## src/rtl/mem_stage.sv

```systemverilog
// Memory stage: issues loads/stores on a req/ack data bus, stalls upstream while busy,
// and holds the M/W pipeline register. Optional watchdog: define MEM_STAGE_TIMEOUT_EN.
module mem_stage #(
  parameter int DBITS       = 32,
  parameter int REGNO       = 4,
  parameter int WADDR_BITS  = 13,
  parameter int TIMEOUT_CYC = 64
) (
  input  logic                  clk,
  input  logic                  reset,
  input  logic [DBITS-1:0]      incPC_M,
  input  logic [DBITS-1:0]      ALUresult_M,
  input  logic [DBITS-1:0]      src2Data_M,
  input  logic [REGNO-1:0]      destIndex_M,
  input  logic                  memWrtEn_M,
  input  logic [1:0]            regFileMux_M,
  input  logic                  regWrtEn_M,
  input  logic                  noop_M,
  output logic                  mem_req,
  output logic                  mem_we,
  output logic [WADDR_BITS-1:0] mem_addr,
  output logic [DBITS-1:0]      mem_wdata,
  input  logic                  mem_ack,
  input  logic [DBITS-1:0]      mem_rdata,
  output logic                  stall_M,
  output logic [DBITS-1:0]      regWrtData_W,
  output logic [REGNO-1:0]      destIndex_W,
  output logic                  regWrtEn_W,
  output logic                  noop_W,
  output logic [15:0]           stall_cnt,
  output logic                  mem_err
);

  typedef enum logic {IDLE, ACCESS} state_t;

  state_t                  state_reg, state_next;
  logic                    mem_req_reg;
  logic                    mem_we_reg;
  logic [WADDR_BITS-1:0]   mem_addr_reg;
  logic [DBITS-1:0]        mem_wdata_reg;
  logic [DBITS-1:0]        wb_data_reg;
  logic [REGNO-1:0]        wb_dest_reg;
  logic                    wb_en_reg;
  logic                    wb_noop_reg;
  logic [15:0]             stall_cnt_reg;
  logic                    memop;
  logic                    timeout_hit;
  logic [DBITS-1:0]        wb_data_next;

  assign memop = !noop_M && (memWrtEn_M || (regFileMux_M == 2'b01));

`ifdef MEM_STAGE_TIMEOUT_EN
  logic [7:0] wd_cnt_reg;
  logic       mem_err_reg;

  // Abort fires on the TIMEOUT_CYC-th ACCESS cycle; the instruction then retires like an ack.
  assign timeout_hit = (state_reg == ACCESS) && !mem_ack &&
                       (wd_cnt_reg == 8'(TIMEOUT_CYC - 1));

  always_ff @(posedge clk or posedge reset) begin
    if (reset) begin
      wd_cnt_reg  <= 8'd0;
      mem_err_reg <= 1'b0;
    end else begin
      if (state_reg == ACCESS && state_next == ACCESS)
        wd_cnt_reg <= wd_cnt_reg + 8'd1;
      else
        wd_cnt_reg <= 8'd0;
      if (timeout_hit)
        mem_err_reg <= 1'b1;
    end
  end

  assign mem_err = mem_err_reg;
`else
  logic unused_timeout;

  assign unused_timeout = (TIMEOUT_CYC != 0);
  assign timeout_hit    = 1'b0;
  assign mem_err        = 1'b0;
`endif

  always_comb begin
    state_next = state_reg;
    stall_M    = 1'b0;
    case (state_reg)
      IDLE: begin
        if (memop) begin
          state_next = ACCESS;
          stall_M    = 1'b1;
        end
      end
      ACCESS: begin
        if (mem_ack || timeout_hit)
          state_next = IDLE;
        else
          stall_M = 1'b1;
      end
      default: state_next = IDLE;
    endcase
    // Upstream must not see a stall while the stage is being reset.
    if (reset)
      stall_M = 1'b0;
  end

  always_comb begin
    wb_data_next = ALUresult_M;
    case (regFileMux_M)
      2'b01:   wb_data_next = timeout_hit ? DBITS'(32'hDEADBEEF) : mem_rdata;
      2'b10:   wb_data_next = incPC_M;
      default: wb_data_next = ALUresult_M;
    endcase
  end

  always_ff @(posedge clk or posedge reset) begin
    if (reset) begin
      state_reg     <= IDLE;
      mem_req_reg   <= 1'b0;
      mem_we_reg    <= 1'b0;
      mem_addr_reg  <= '0;
      mem_wdata_reg <= '0;
    end else begin
      state_reg   <= state_next;
      mem_req_reg <= (state_next == ACCESS);
      // Bus fields are captured once on entry and held for the whole access.
      if (state_reg == IDLE && memop) begin
        mem_we_reg    <= memWrtEn_M;
        mem_addr_reg  <= ALUresult_M[WADDR_BITS+1:2];
        mem_wdata_reg <= src2Data_M;
      end
    end
  end

  always_ff @(posedge clk or posedge reset) begin
    if (reset) begin
      wb_data_reg   <= '0;
      wb_dest_reg   <= '0;
      wb_en_reg     <= 1'b0;
      wb_noop_reg   <= 1'b1;
      stall_cnt_reg <= 16'd0;
    end else begin
      if (!stall_M) begin
        wb_data_reg <= wb_data_next;
        wb_dest_reg <= destIndex_M;
        wb_en_reg   <= regWrtEn_M && !noop_M;
        wb_noop_reg <= noop_M;
      end else begin
        wb_en_reg   <= 1'b0;
        wb_noop_reg <= 1'b1;
      end
      if (stall_M && stall_cnt_reg != 16'hFFFF)
        stall_cnt_reg <= stall_cnt_reg + 16'd1;
    end
  end

  assign mem_req      = mem_req_reg;
  assign mem_we       = mem_we_reg;
  assign mem_addr     = mem_addr_reg;
  assign mem_wdata    = mem_wdata_reg;
  assign regWrtData_W = wb_data_reg;
  assign destIndex_W  = wb_dest_reg;
  assign regWrtEn_W   = wb_en_reg;
  assign noop_W       = wb_noop_reg;
  assign stall_cnt    = stall_cnt_reg;

endmodule

```

## config.mk

```make
export PLATFORM = sky130hd
export DESIGN_NAME = mem_stage
export DESIGN_NICKNAME = d
export VERILOG_FILES = /design/src/rtl/mem_stage.sv
export SDC_FILE = /design/constraint.sdc
export NUM_CORES = 1
export LEC_CHECK = 0
export ABC_AREA = 1
export CAP_MARGIN = 10
export CORE_MARGIN = 2
export CORE_UTILIZATION = 50
export DETAILED_ROUTE_END_ITERATION = 8
export DONT_BUFFER_PORTS = 1
export PLACE_DENSITY_LB_ADDON = 0.08
export SYNTH_ARGS = -nofsm -noshare
export SYNTH_HDL_FRONTEND = slang
export SYNTH_SLANG_ARGS = --single-unit
```

## constraint.sdc

```tcl
create_clock -name clk -period 3.5 [get_ports clk]
set_input_delay 0.175 -clock clk [delete_from_list [all_inputs] [get_ports clk]]
set_output_delay 0.175 -clock clk [all_outputs]
set_load 0.02 [all_outputs]
```

==> impl_metrics.toml <==
[critical_path]
cp_cell_sequence = "nor2_1 > nand2_2 > nand2_2 > nand2_2 > inv_2 > or2_2 > nor2_1 > dlygate4sd3_1"
critical_path_peak_fanout = 43
cpLargestDelayFamily = "simple AND/OR/NAND/NOR gates"
critPathMaxStageDelay_ns = 0.56
r2r-end = "regWrtEn_W$_DFF_PP0_"
crit_start = "mem_req$_DFF_PP0_"
r2r-start = "mem_req$_DFF_PP0_"
crit_end = "regWrtEn_W$_DFF_PP0_"
cp_common_cell = "nand2_2"
cp.required_ns = 3.80
worstSetupPathType = "flip-flop to flip-flop"
cp.depth = 8
r2r_slack_ns = 0.56
cp-end-kind = "flip-flop"
cp_num_buf_inv = 2
arrival_ns = 3.24
cp_slowest_cell = "dlygate4sd3_1"
worstRegToRegCells = 8
critPathLaunchType = "flip-flop"

[grt]
overflow = 0
grt_pass1_wl_mm = 19.29
grt_usage_pct = 23.62
grt_pass1_vias = 3784
antenna_found_initial = 0
grt_max_degree = 77

[cts]
ctsResizeCount = 0
cts_root_buffer = "clkbuf_8"
cts_tree = "done"
insertion_delay_ns = 0.36
cts_made_buffers = 9
htree_levels = 3
cts.sinks = 101
post_cts_buffers = 0
cts_hold_buf = 53
path_clk_slew_ns = 0.09
cts_buffer_depth = 2

[run]
maxCapViolCount = 0

[yosys]
yosysSeqAreaShare_pct = 51.09
netlist_instances = 563
synthArstFlopShare_pct = 100.0
synth_top_cell_area_share_pct = 50.56
synth_compound_area_share_pct = 6.572
synth_xor_area_share_pct = 0.8847
synth_edf_count = 0
yosys_most_used_dff = "dfrtp_1"
synthTopCellsByArea = "dfrtp_1, nand2_1, mux2_2, a22o_1, inv_1"
synth.largest_area_cell = "dfrtp_1"
muxShareOfSynthArea_pct = 10.24
syn_avg_cell_area_sq_um = 8.792
ys_warn_count = 0
synth-simple-area-share_pct = 24.95
synth.net_count = 706
netlist_area_sq_um = 4950
yosys.area_share.adder_pct = 0.7583
netlist-cell-type-count = 27
synth_top_family_by_area = "simple AND/OR/NAND/NOR gates"
yosys_register_bits = 101

[drt]
dr.first_iter.drc_count = 127
vias = 3854
ant_nets = 0
first_pass_iters = 5
drc = 0
viasPerCell = 5.215
wl_per_cell_um = 17.06
drt-total-wl_mm = 12.61

[placement]
port_buffers = 0
place_hpwl_mm = 8.867
dp.cells = 671
place_congestion = 0.8689

[floorplan]
row_count = 36
die_area_sq_um = 10710
start_util_pct = 51.11
io_pins = 243
core_sq_um = 9684
die_w_um = 103.5
die_h_um = 103.5

[pwr]
ir_drop_v = 0.0003017
finalPower_mw = 3.163
cellLeakagePower_nw = 2.796
p_per_area_nw_per_um2 = 554.9

[cells_and_area]
antennaDiodeCount = 0
synthToLayoutAreaGrowth_pct = 15.17
finalNetCount = 745
fin_cells = 739
nFillCells = 881
drive_gt1_share_pct = 13.04

[timing]
final_max_slew_viol_count = 0
hold_violations = 0
max_slew_margin_pct = 20.90
setup_viol = 0
post-route-min-period_ns = 2.944
fmax_ghz = 0.3397
grt_setup_unrepaired = "no"
skew_ns = 0.01573
finalCritPeriodShare_pct = 84.12
finalSetupTns_ns = 0
tightestPinTransition_ns = 1.186

[outcome]
outcome = "complete, no violations"

[hold_path]
hp-class = "primary input to flip-flop"
[power by group]
part           leakage, nW  internal, mW  switching, mW
sequential            1.24          1.40          0.529
combinational         1.47         0.262          0.286
clock               0.0902         0.269          0.416
total                 2.80          1.93           1.23
[cell usage after synthesis, types with 5 or more instances]
| cell type | count |
|---|---|
| nand3_1 | 10 |
| mux2_2 | 45 |
| inv_1 | 24 |
| clkbuf_1 | 11 |
| o21ai_1 | 6 |
| dfrtp_1 | 100 |
| buf_2 | 8 |
| nand2_1 | 268 |
| nor2_1 | 18 |
| a22o_1 | 32 |
| buf_4 | 5 |
[metal layers]
metal	vias up	global-route usage, %	wire length (um)	share of wire [%]
met2	162	39.90	6318	50
met1	1804	29.02	5022	40
li1	1875	-	-	-
met5	-	0	0	0
met3	13	7.661	1101	8.7
met4	0	6.984	166	1.3
[final cells by class]
class	count	area (sq um)	share of cell area [%]
clock buffers	9	123.9	2.173
clock inverters	6	61.31	1.076
inverters	26	100.1	1.756
multi-input cells	406	2152	37.75
flip-flops and latches	101	2529	44.36
well taps	133	166.4	2.919
repair buffers	58	568.0	9.965
[how the worst min path moves through the flow]
stage	from	end	slack [ns]	depth (start not counted)
floorplan	regWrtEn_M	regWrtEn_W$_DFF_PP0_	0.28	2
global placement	reset	mem_wdata[27]$_DFFE_PP0P_	0.05	1
detailed placement	reset	mem_wdata[27]$_DFFE_PP0P_	0.05	1
CTS	ALUresult_M[10]	regWrtData_W[10]$_DFFE_PP0N_	0.001	4
global route	mem_ack	mem_req$_DFF_PP0_	0.008	3
finish	noop_M	mem_req$_DFF_PP0_	0.01	3
[cell usage in the layout, fill, tap and decap left out, types with 2 or more instances in the layout]
cell type and instances:
o21ai_0 3, inv_2 2, xor2_1 4, nand3_1 10, clkinv_4 3, ha_1 3
mux2_2 45, nand3_2 3, o21ai_1 6, nand4_1 4, inv_1 23, nand2_1 268
buf_4 5, nand2_2 4, dlygate4sd3_1 53, nor2_1 18, dfrtp_1 100, a22o_1 32
clkbuf_8 9
[through the flow]
stage,setup WS (ns),hold WS (ns),instance area (sq um),util [%]
floorplan,0.3327,0.2803,4950,-
global placement,1.132,0.04605,4985,51.47
detailed placement,1.088,0.05424,4985,51.47
CTS,0.5467,0.0009721,5700,58.86
global route,0.3186,0.008445,5700,58.86
finish,0.5558,0.01441,5700,58.86
[cell families after synthesis]
logic type / after synthesis
mux: 45
xor+xnor: 5
other cells: 1
fa+ha+maj: 3
flops: 101
buf+inv: 56
simple gates: 311
compound gates: 41
[tightest hold or removal path: stages]
cell     delay, ns
nor2_1        0.04
nand2_2       0.07
nand2_2       0.05
(Power assumes the default switching activity.)
